--- config.mk ---
export PLATFORM = sky130hd
export DESIGN_NAME = image_frame_packetizer
export DESIGN_NICKNAME = d
export VERILOG_FILES = /design/src/rtl/image_frame_packetizer_pkg.sv /design/src/rtl/image_frame_packetizer_fifo.sv /design/src/rtl/image_frame_packetizer.sv
export SDC_FILE = /design/constraint.sdc
export NUM_CORES = 1
export LEC_CHECK = 0
export ABC_AREA = 1
export CAP_MARGIN = 40
export CORE_MARGIN = 4
export CORE_UTILIZATION = 40
export DETAILED_ROUTE_END_ITERATION = 12
export PLACE_DENSITY = 0.53
export SLEW_MARGIN = 40
export SYNTH_ARGS = -nofsm -noshare
export SYNTH_HDL_FRONTEND = slang
export SYNTH_SLANG_ARGS = --single-unit
--- constraint.sdc ---
create_clock -name M_AXIS_ACLK -period 5.5 [get_ports M_AXIS_ACLK]
set_input_delay 0.825 -clock M_AXIS_ACLK [delete_from_list [all_inputs] [get_ports M_AXIS_ACLK]]
set_output_delay 0.825 -clock M_AXIS_ACLK [all_outputs]
set_load 0.01 [all_outputs]
--- src/rtl/image_frame_packetizer_pkg.sv ---
// Shared types for the image frame packetizer: write-side FSM states,
// default widths and the {last, data} FIFO entry width.
package image_pkg;

   typedef enum logic [1:0] {
      IDLE   = 2'd0,
      STREAM = 2'd1,
      PAD    = 2'd2
   } PKT_STATE_T;

   localparam int PKT_LEN_W  = 24;
   localparam int PKT_DATA_W = 32;

   function automatic int pkt_entry_w(input int data_w);
      return data_w + 1;
   endfunction

   localparam int PKT_ENTRY_W = pkt_entry_w(PKT_DATA_W);

endpackage

--- src/rtl/image_frame_packetizer_fifo.sv ---
// Single-clock FIFO with synchronous active-low reset. The read port is
// combinational from the head entry and forced to zero while empty.
module image_sync_fifo #(
   parameter int WIDTH = 33,
   parameter int DEPTH = 16
) (
   input  logic             i_clk,
   input  logic             i_rst_n,
   input  logic             i_wr_en,
   input  logic [WIDTH-1:0] i_wr_data,
   input  logic             i_rd_en,
   output logic [WIDTH-1:0] o_rd_data,
   output logic             o_full,
   output logic             o_empty
);
   localparam int AW = $clog2(DEPTH);

   logic [WIDTH-1:0] r_mem [DEPTH];
   logic [AW:0]      r_wr_ptr, r_rd_ptr;
   logic             w_push, w_pop;

   // Extra pointer MSB distinguishes full from empty when the indices match.
   assign o_empty = (r_wr_ptr == r_rd_ptr);
   assign o_full  = (r_wr_ptr[AW] != r_rd_ptr[AW]) &&
                    (r_wr_ptr[AW-1:0] == r_rd_ptr[AW-1:0]);
   assign w_push  = i_wr_en && !o_full;
   assign w_pop   = i_rd_en && !o_empty;

   always_ff @(posedge i_clk) begin
      if (!i_rst_n) begin
         r_wr_ptr <= '0;
         r_rd_ptr <= '0;
      end else begin
         if (w_push) r_wr_ptr <= r_wr_ptr + (AW+1)'(1);
         if (w_pop)  r_rd_ptr <= r_rd_ptr + (AW+1)'(1);
      end
   end

   always_ff @(posedge i_clk) begin
      if (w_push) r_mem[r_wr_ptr[AW-1:0]] <= i_wr_data;
   end

   assign o_rd_data = o_empty ? '0 : r_mem[r_rd_ptr[AW-1:0]];

endmodule

--- src/rtl/image_frame_packetizer.sv ---
// Frame packetizer: buffers pixels and regenerates last from the programmed
// frame length. Define PKT_PAD_EN to pad short frames with PAD_VALUE.
module image_frame_packetizer import image_pkg::*; #(
   parameter int                DATA_W     = PKT_DATA_W,
   parameter int                FIFO_DEPTH = 16,
   parameter int                LEN_W      = PKT_LEN_W,
   parameter logic [DATA_W-1:0] PAD_VALUE  = '0
) (
   input  logic              M_AXIS_ACLK,
   input  logic              M_AXIS_ARESETN,
   input  logic [LEN_W-1:0]  cfg_frame_len,
   input  logic [DATA_W-1:0] s_data,
   input  logic              s_valid,
   input  logic              s_eof,
   output logic              s_ready,
   output logic [DATA_W-1:0] m_data,
   output logic              m_valid,
   output logic              m_last,
   input  logic              m_ready,
   output logic              frame_done,
   output logic              err_short,
   output logic              err_long,
   input  logic              err_clr
);
   localparam int         ENTRY_W   = pkt_entry_w(DATA_W);
   localparam logic [1:0] ST_IDLE   = IDLE;
   localparam logic [1:0] ST_STREAM = STREAM;
   localparam logic [1:0] ST_PAD    = PAD;

   logic [1:0]         r_state, w_state_nxt;
   logic [LEN_W-1:0]   r_len_q, r_beat_cnt, w_len, w_cnt, w_cnt_nxt;
   logic               r_err_short, r_err_long, r_frame_done;
   logic               w_full, w_empty, w_accept, w_pad_wr, w_wr_en, w_pop;
   logic               w_at_end, w_last, w_set_short, w_set_long;
   logic [ENTRY_W-1:0] w_wr_entry, w_rd_entry;

   assign s_ready  = M_AXIS_ARESETN && !w_full && (r_state != ST_PAD) &&
                     ((r_state != ST_IDLE) || (cfg_frame_len != '0));
   assign w_accept = s_valid && s_ready;

   // A beat taken in IDLE is beat 0 of a frame using the live config length.
   assign w_len    = (r_state == ST_IDLE) ? cfg_frame_len : r_len_q;
   assign w_cnt    = (r_state == ST_IDLE) ? '0 : r_beat_cnt;
   assign w_at_end = (w_cnt == w_len - LEN_W'(1));

`ifdef PKT_PAD_EN
   assign w_pad_wr = (r_state == ST_PAD) && !w_full;
   assign w_last   = w_at_end;
`else
   assign w_pad_wr = 1'b0;
   assign w_last   = w_at_end || s_eof;
`endif

   assign w_wr_en     = w_accept || w_pad_wr;
   assign w_wr_entry  = w_pad_wr ? {w_at_end, PAD_VALUE} : {w_last, s_data};
   assign w_set_short = w_accept && s_eof && !w_at_end;
   assign w_set_long  = w_accept && !s_eof && w_at_end;

   always_comb begin
      w_state_nxt = r_state;
      w_cnt_nxt   = r_beat_cnt;
      if (w_wr_en) begin
         w_cnt_nxt = w_cnt + LEN_W'(1);
         if (w_at_end) begin
            w_state_nxt = ST_IDLE;
            w_cnt_nxt   = '0;
`ifdef PKT_PAD_EN
         end else if (w_accept && s_eof) begin
            w_state_nxt = ST_PAD;
`else
         end else if (s_eof) begin
            w_state_nxt = ST_IDLE;
            w_cnt_nxt   = '0;
`endif
         end else if (r_state == ST_IDLE) begin
            w_state_nxt = ST_STREAM;
         end
      end
   end

   always_ff @(posedge M_AXIS_ACLK) begin
      if (!M_AXIS_ARESETN) begin
         r_state      <= ST_IDLE;
         r_len_q      <= '0;
         r_beat_cnt   <= '0;
         r_err_short  <= 1'b0;
         r_err_long   <= 1'b0;
         r_frame_done <= 1'b0;
      end else begin
         r_state      <= w_state_nxt;
         r_beat_cnt   <= w_cnt_nxt;
         if (w_accept && (r_state == ST_IDLE)) r_len_q <= cfg_frame_len;
         r_err_short  <= w_set_short || (r_err_short && !err_clr);
         r_err_long   <= w_set_long  || (r_err_long  && !err_clr);
         r_frame_done <= w_pop && m_last;
      end
   end

   image_sync_fifo #(
      .WIDTH (ENTRY_W),
      .DEPTH (FIFO_DEPTH)
   ) u_fifo (
      .i_clk     (M_AXIS_ACLK),
      .i_rst_n   (M_AXIS_ARESETN),
      .i_wr_en   (w_wr_en),
      .i_wr_data (w_wr_entry),
      .i_rd_en   (w_pop),
      .o_rd_data (w_rd_entry),
      .o_full    (w_full),
      .o_empty   (w_empty)
   );

   assign m_valid           = !w_empty;
   assign {m_last, m_data}  = w_rd_entry;
   assign w_pop             = m_valid && m_ready;
   assign frame_done        = r_frame_done;
   assign err_short         = r_err_short;
   assign err_long          = r_err_long;

endmodule

==> impl_metrics.ini, run 1 <==
[pwr]
p_leak_nw = 10.20
finalPower_mw = 10.76
power_density_nw_per_um2 = 360.0
irDropWorstVdd_mv = 0.1920

[synth]
async_flop_share = 0
syn_avg_cell_area_sq_um = 11.68
yosysMostFrequentCell = edfxtp_1
synth-main-ff-cell = edfxtp_1
synth_cell_type_count = 37
ys_ff_latch = 594
yosysWarnings = 0
synth.largest_area_cell = edfxtp_1
netlist_area_sq_um = 25840
synthesis.instances = 2212
yosys-top-cells-count = edfxtp_1 (528), nand2_1 (276), a21oi_1 (226), inv_1 (224), o21ai_0 (180)
yosysSeqAreaShare = 0.6648
synth_edf_count = 528
synth_area_leaders = edfxtp_1 (61%), dfxtp_1 (5.1%), mux2i_1 (5.1%)
synth_top_area_share = 0.6136
synth_fp_nets = 2281

[hold_path]
hold_path.startpoint = r_len_q[1]$_SDFFE_PN0P_
min_path_type = flop to flop

[worst_setup_path]
crit_cells = 6
rrSetupSlack_ns = 2.02
cpPeakStageDelay_ns = 0.86
cp_slowest_cell = dfxtp_4
worstSetupStartpointType = flop
cp.arrival_ns = 3.50
crit_buf_inv = 2
cp_cell_sequence = buf_12, mux2i_1, o211ai_1, nand3_1, a21oi_1, clkdlybuf4s50_1
cp_data_required_time_ns = 4.68
reg2reg_from = r_state[0]$_SDFFE_PN0P_
reg2reg_to = u_fifo.r_mem[3][11]$_DFFE_PP_
end_kind = primary output
cp_max_fo = 96
worst_r2r_path_depth = 11
path_class = flop to primary output
cp-endpoint = m_data[4]
critical_path.top_delay_family = buffers and inverters

[clocking]
cts_root_buffer = clkbuf_16
clock_latency_ns = 0.59
htree_levels = 3
cts_buffers = 66
ctsHoldBuffers = 0
post_cts_buffers = 0
cts_tree = yes
cts_sinks = 594
clk_pin_slew_ns = 0.06
cts_resized = 0
cts_buffer_depth = 3

[timing]
worst_clock_skew_ns = 0.01356
report.final.slew_viol_count = 0
clock.fmax_mhz = 231.4
worst_slew_pin_slew_ns = 0.8462
setup_viol = 0
rsz0062_at_grt = no
fin_setup_tns_ns = 0
timing.final.crit_share = 0.7858
slew_headroom = 0.4359
hold_viol = 0
period_needed_ns = 4.322
layout_setup_ws_ns = 1.178
holdWs_ns = 0.4650

[grt]
grt_first_pass_wirelength_microns = 102300
grt_usage = 0.1964
grt.overflow.total = 0
antenna_found_initial = 1
grt_pass1_vias = 16660
grt_max_degree = 104

[route]
drc = 0
drtPass1Iterations = 7
ant_nets = 0
wl_per_cell_microns = 21.23
drt_iter0_drc = 1467
num_vias = 17010
vias_per_cell = 5.338
drt-total-wl_microns = 67670

[place]
place.gp.congestion = 0.8812
portBuffers = 99
placed_cell_area_sq_um = 27820
placed_cells = 3068
pre_cts_ws_ns = 1.357
dp_hpwl_microns = 38360

[final_layout]
nNetsFinal = 2359
drive_gt1_frac = 0.08547
area_delta_synth_final_pct = 15.64
design_area_sq_um = 29880
stdcell_count = 3187
n_fill_cell = 5750
fin_util = 0.4702

[die]
row_count = 92
coreArea_sq_um = 63540
dieArea_sq_um = 68730
die_w_microns = 262.2
start_util = 0.4066
die_h_microns = 262.2
ios = 100

[run]
drv_cap = 0

[run_status]
status = completed
==> worst register-to-register path: stages (launching register included) <==
cell	delay, ns
dfxtp_2	0.61
nor2_1	0.20
nand2_1	0.12
nor3_1	0.06
nand3_1	0.08
nor2_1	0.05
a21oi_1	0.29
nand2_1	0.13
inv_1	0.15
nand2_1	0.29
nor2_4	0.71
buf_4	0.45
==> power by group <==
part           leakage (nW)  internal, mW  switching, mW  total, mW
logic                  3.89         0.603          0.943       1.55
clock network          1.01          2.47           1.74       4.20
registers              5.30          4.95         0.0540       5.01
==> worst min path at each step <==
stage                                       end  cells past startpoint
floorplan               r_len_q[1]$_SDFFE_PN0P_                      2
global placement       r_len_q[18]$_SDFFE_PN0P_                      2
detailed placement   r_beat_cnt[0]$_SDFFE_PN0P_                      2
CTS                  r_beat_cnt[0]$_SDFFE_PN0P_                      2
global route        r_beat_cnt[10]$_SDFFE_PN0P_                      2
finish                  r_len_q[1]$_SDFFE_PN0P_                      2
==> cell families (layout without fill, tap and decap cells) <==
logic type               after synthesis  after routing  synth area share
AO/OA/AOI/OAI                        546            546            0.1193
buffers and inverters                353            481           0.05617
XOR/XNOR                              26             26          0.008813
other                                  0              1                 0
multiplexers                         132            132           0.05114
flip-flops                           594            594            0.6648
adder cells (fa/ha/maj)                7              7          0.003390
AND/OR/NAND/NOR                      554            554           0.09641
==> routing by layer <==
layer,track usage,vias up,share of wire
met2,0.3205,439,0.47
met1,0.2749,8397,0.45
li1,-,8080,-
met5,0,-,0
met3,0.03325,95,0.051
met4,0.05074,0,0.021
==> state kept, by name (all words and copies together) (netlist names), named ones only <==
signal           flops
r_beat_cnt          24
u_fifo.r_rd_ptr      5
r_state              1
err_short            1
u_fifo.r_mem       528
err_long             1
frame_done           1
r_len_q             24
u_fifo.r_wr_ptr      5
==> layout by cell type, fill, tap and decap left out, types with 10 or more instances in the layout <==
cell type,instances
nand4_1,10
nor2_4,22
nand3_1,128
inv_1,222
edfxtp_1,528
xor2_1,15
a21oi_1,226
dfxtp_1,61
mux2i_1,132
buf_4,30
clkbuf_16,70
xnor2_1,11
o21ai_0,180
nand2_2,11
nand2_1,276
clkinv_1,17
o211ai_1,132
clkdlybuf4s50_1,99
nor2_2,18
nor2_1,60
clkinv_2,13
==> final cells by class <==
class / count / area, sq um / area share
clock inverters: 38 / 259.0 / 0.008668
well taps: 846 / 1059 / 0.03543
diodes: 1 / 2.502 / 0.00008375
repair buffers: 137 / 1361 / 0.04556
multi-input cells: 1265 / 7343 / 0.2458
inverters: 226 / 865.8 / 0.02898
clock buffers: 80 / 1799 / 0.06022
flip-flops and latches: 594 / 17190 / 0.5753
No activity file was read; power rests on OpenSTA's default activity.
==> run 2, diff against run 1 <==
PLACE_DENSITY = 0.55   (was 0.53)
clock period = 3.7 ns   (was 5.5 ns; I/O delays follow)
==> impl_metrics.ini, run 2 (same netlist as run 1, synthesis figures left out) <==
[worst_setup_path]
end_kind = primary output
cp_max_fo = 34
reg2reg_from = r_state[0]$_SDFFE_PN0P_
cp.arrival_ns = 2.97
path_class = flop to primary output
worstSetupStartpointType = flop
cp_cell_sequence = buf_4, mux2i_1, o211ai_1, nand3_1, a21oi_1, clkdlybuf4s50_1
cp_data_required_time_ns = 3.14
cp_slowest_cell = clkdlybuf4s50_1
cpPeakStageDelay_ns = 0.59

[clocking]
cts_buffers = 61
cts_root_buffer = clkbuf_16
clk_pin_slew_ns = 0.06
clock_latency_ns = 0.65
cts_sinks = 594
htree_levels = 2
cts_buffer_depth = 3
cts_tree = yes

[die]
row_count = 92
die_w_microns = 262.2
start_util = 0.4066
die_h_microns = 262.2
coreArea_sq_um = 63540
dieArea_sq_um = 68730
ios = 100

[route]
drt_iter0_drc = 1476
wl_per_cell_microns = 21.07
ant_nets = 0
drtPass1Iterations = 5
vias_per_cell = 5.285
drt-total-wl_microns = 67700
num_vias = 16980
drc = 0

[grt]
grt_first_pass_wirelength_microns = 102000
grt_max_degree = 77
grt_pass1_vias = 16540
grt.overflow.total = 0
grt_usage = 0.1949
antenna_found_initial = 1

[timing]
timing.final.crit_share = 0.9522
setup_viol = 0
rsz0062_at_grt = yes
slew_headroom = 0.5207
worst_clock_skew_ns = 0.03539
report.final.slew_viol_count = 0
clock.fmax_mhz = 283.8
period_needed_ns = 3.523
worst_slew_pin_slew_ns = 0.7189
holdWs_ns = 0.4620
hold_viol = 0

[final_layout]
final_common_cell = edfxtp_1
drive_gt1_frac = 0.09675
largest_reg_flops = 528
stdcell_count = 3213
nNetsFinal = 2389
final_cell_mix = edfxtp_1 (528), nand2_1 (276), a21oi_1 (225), inv_1 (222), o21ai_0 (180)
area_delta_synth_final_pct = 17.67
n_antenna_cell = 0

[run]
drv_cap = 0

[place]
portBuffers = 99
dp_hpwl_microns = 39620
place.gp.congestion = 0.8425
placed_cells = 3101

[pwr]
p_leak_nw = 10.39
irDropWorstVdd_mv = 0.3477
power_density_nw_per_um2 = 516.7

[hold_path]
min_path_type = flop to flop
hold_path.startpoint = r_len_q[18]$_SDFFE_PN0P_

[run_status]
status = completed
## run 2: critical path: cells and delay by family, from the launching register on
kind | cells | cell delay [ns]
multiplexers | 1 | 0.16
buffers and inverters | 2 | 1.04
flip-flops | 1 | 0.58
AO/OA/AOI/OAI | 2 | 0.45
AND/OR/NAND/NOR | 1 | 0.10
## run 2: cell type report
class	instances	area (sq um)
Fill cell	5692	33140
Clock inverter	33	342.8
Multi-Input combinational cell	1265	7342
Inverter	226	860.8
Sequential cell	594	17190
Timing Repair Buffer	172	2024
Clock buffer	77	1587
Tap cell	846	1059
## run 2: path summary, 6_finish.rpt
| check | to | slack, ns | cells past startpoint |
|---|---|---|---|
| worst max-delay path | m_data[11] | 0.18 | 6 |
| worst min-delay path | r_len_q[18]$_SDFFE_PN0P_ | 0.46 | 2 |
| worst max register to register | u_fifo.r_mem[7][32]$_DFFE_PP_ | 0.66 | 14 |
| worst min register to register | r_len_q[18]$_SDFFE_PN0P_ | 0.46 | 2 |
## run 2: where the power goes
part           switching [mW]  internal (mW)
clock                    2.57           3.39
sequential             0.0642           7.36
combinational            1.41          0.920
total                    4.04           11.7
## run 2: through the flow
stage	total power [mW]	setup TNS, ns	setup WS (ns)	util	area, sq um
finish	15.71	0	0.1767	0.4785	30410
global route	16.38	-0.01776	-0.009259	0.4785	30410
CTS	15.86	0	0.001344	0.4779	30370
detailed placement	9.899	0	0.2830	0.4475	28430
global placement	9.883	0	0.3011	0.4475	28430
floorplan	8.940	0	0.1819	-	25840
## run 2: routing by layer
layer,global-route usage,wire length [microns],vias to the layer above
met4,0.04130,1105,2
met3,0.02930,3486,89
met2,0.3214,32120,404
met5,0,13,-
met1,0.2764,30980,8359
li1,-,-,8126
## run 2: what timing repair did
item,in CTS,in global routing
setup endpoints to repair,1,18
buffers inserted,0,2
gates resized for setup,1,3
hold buffers,0,0
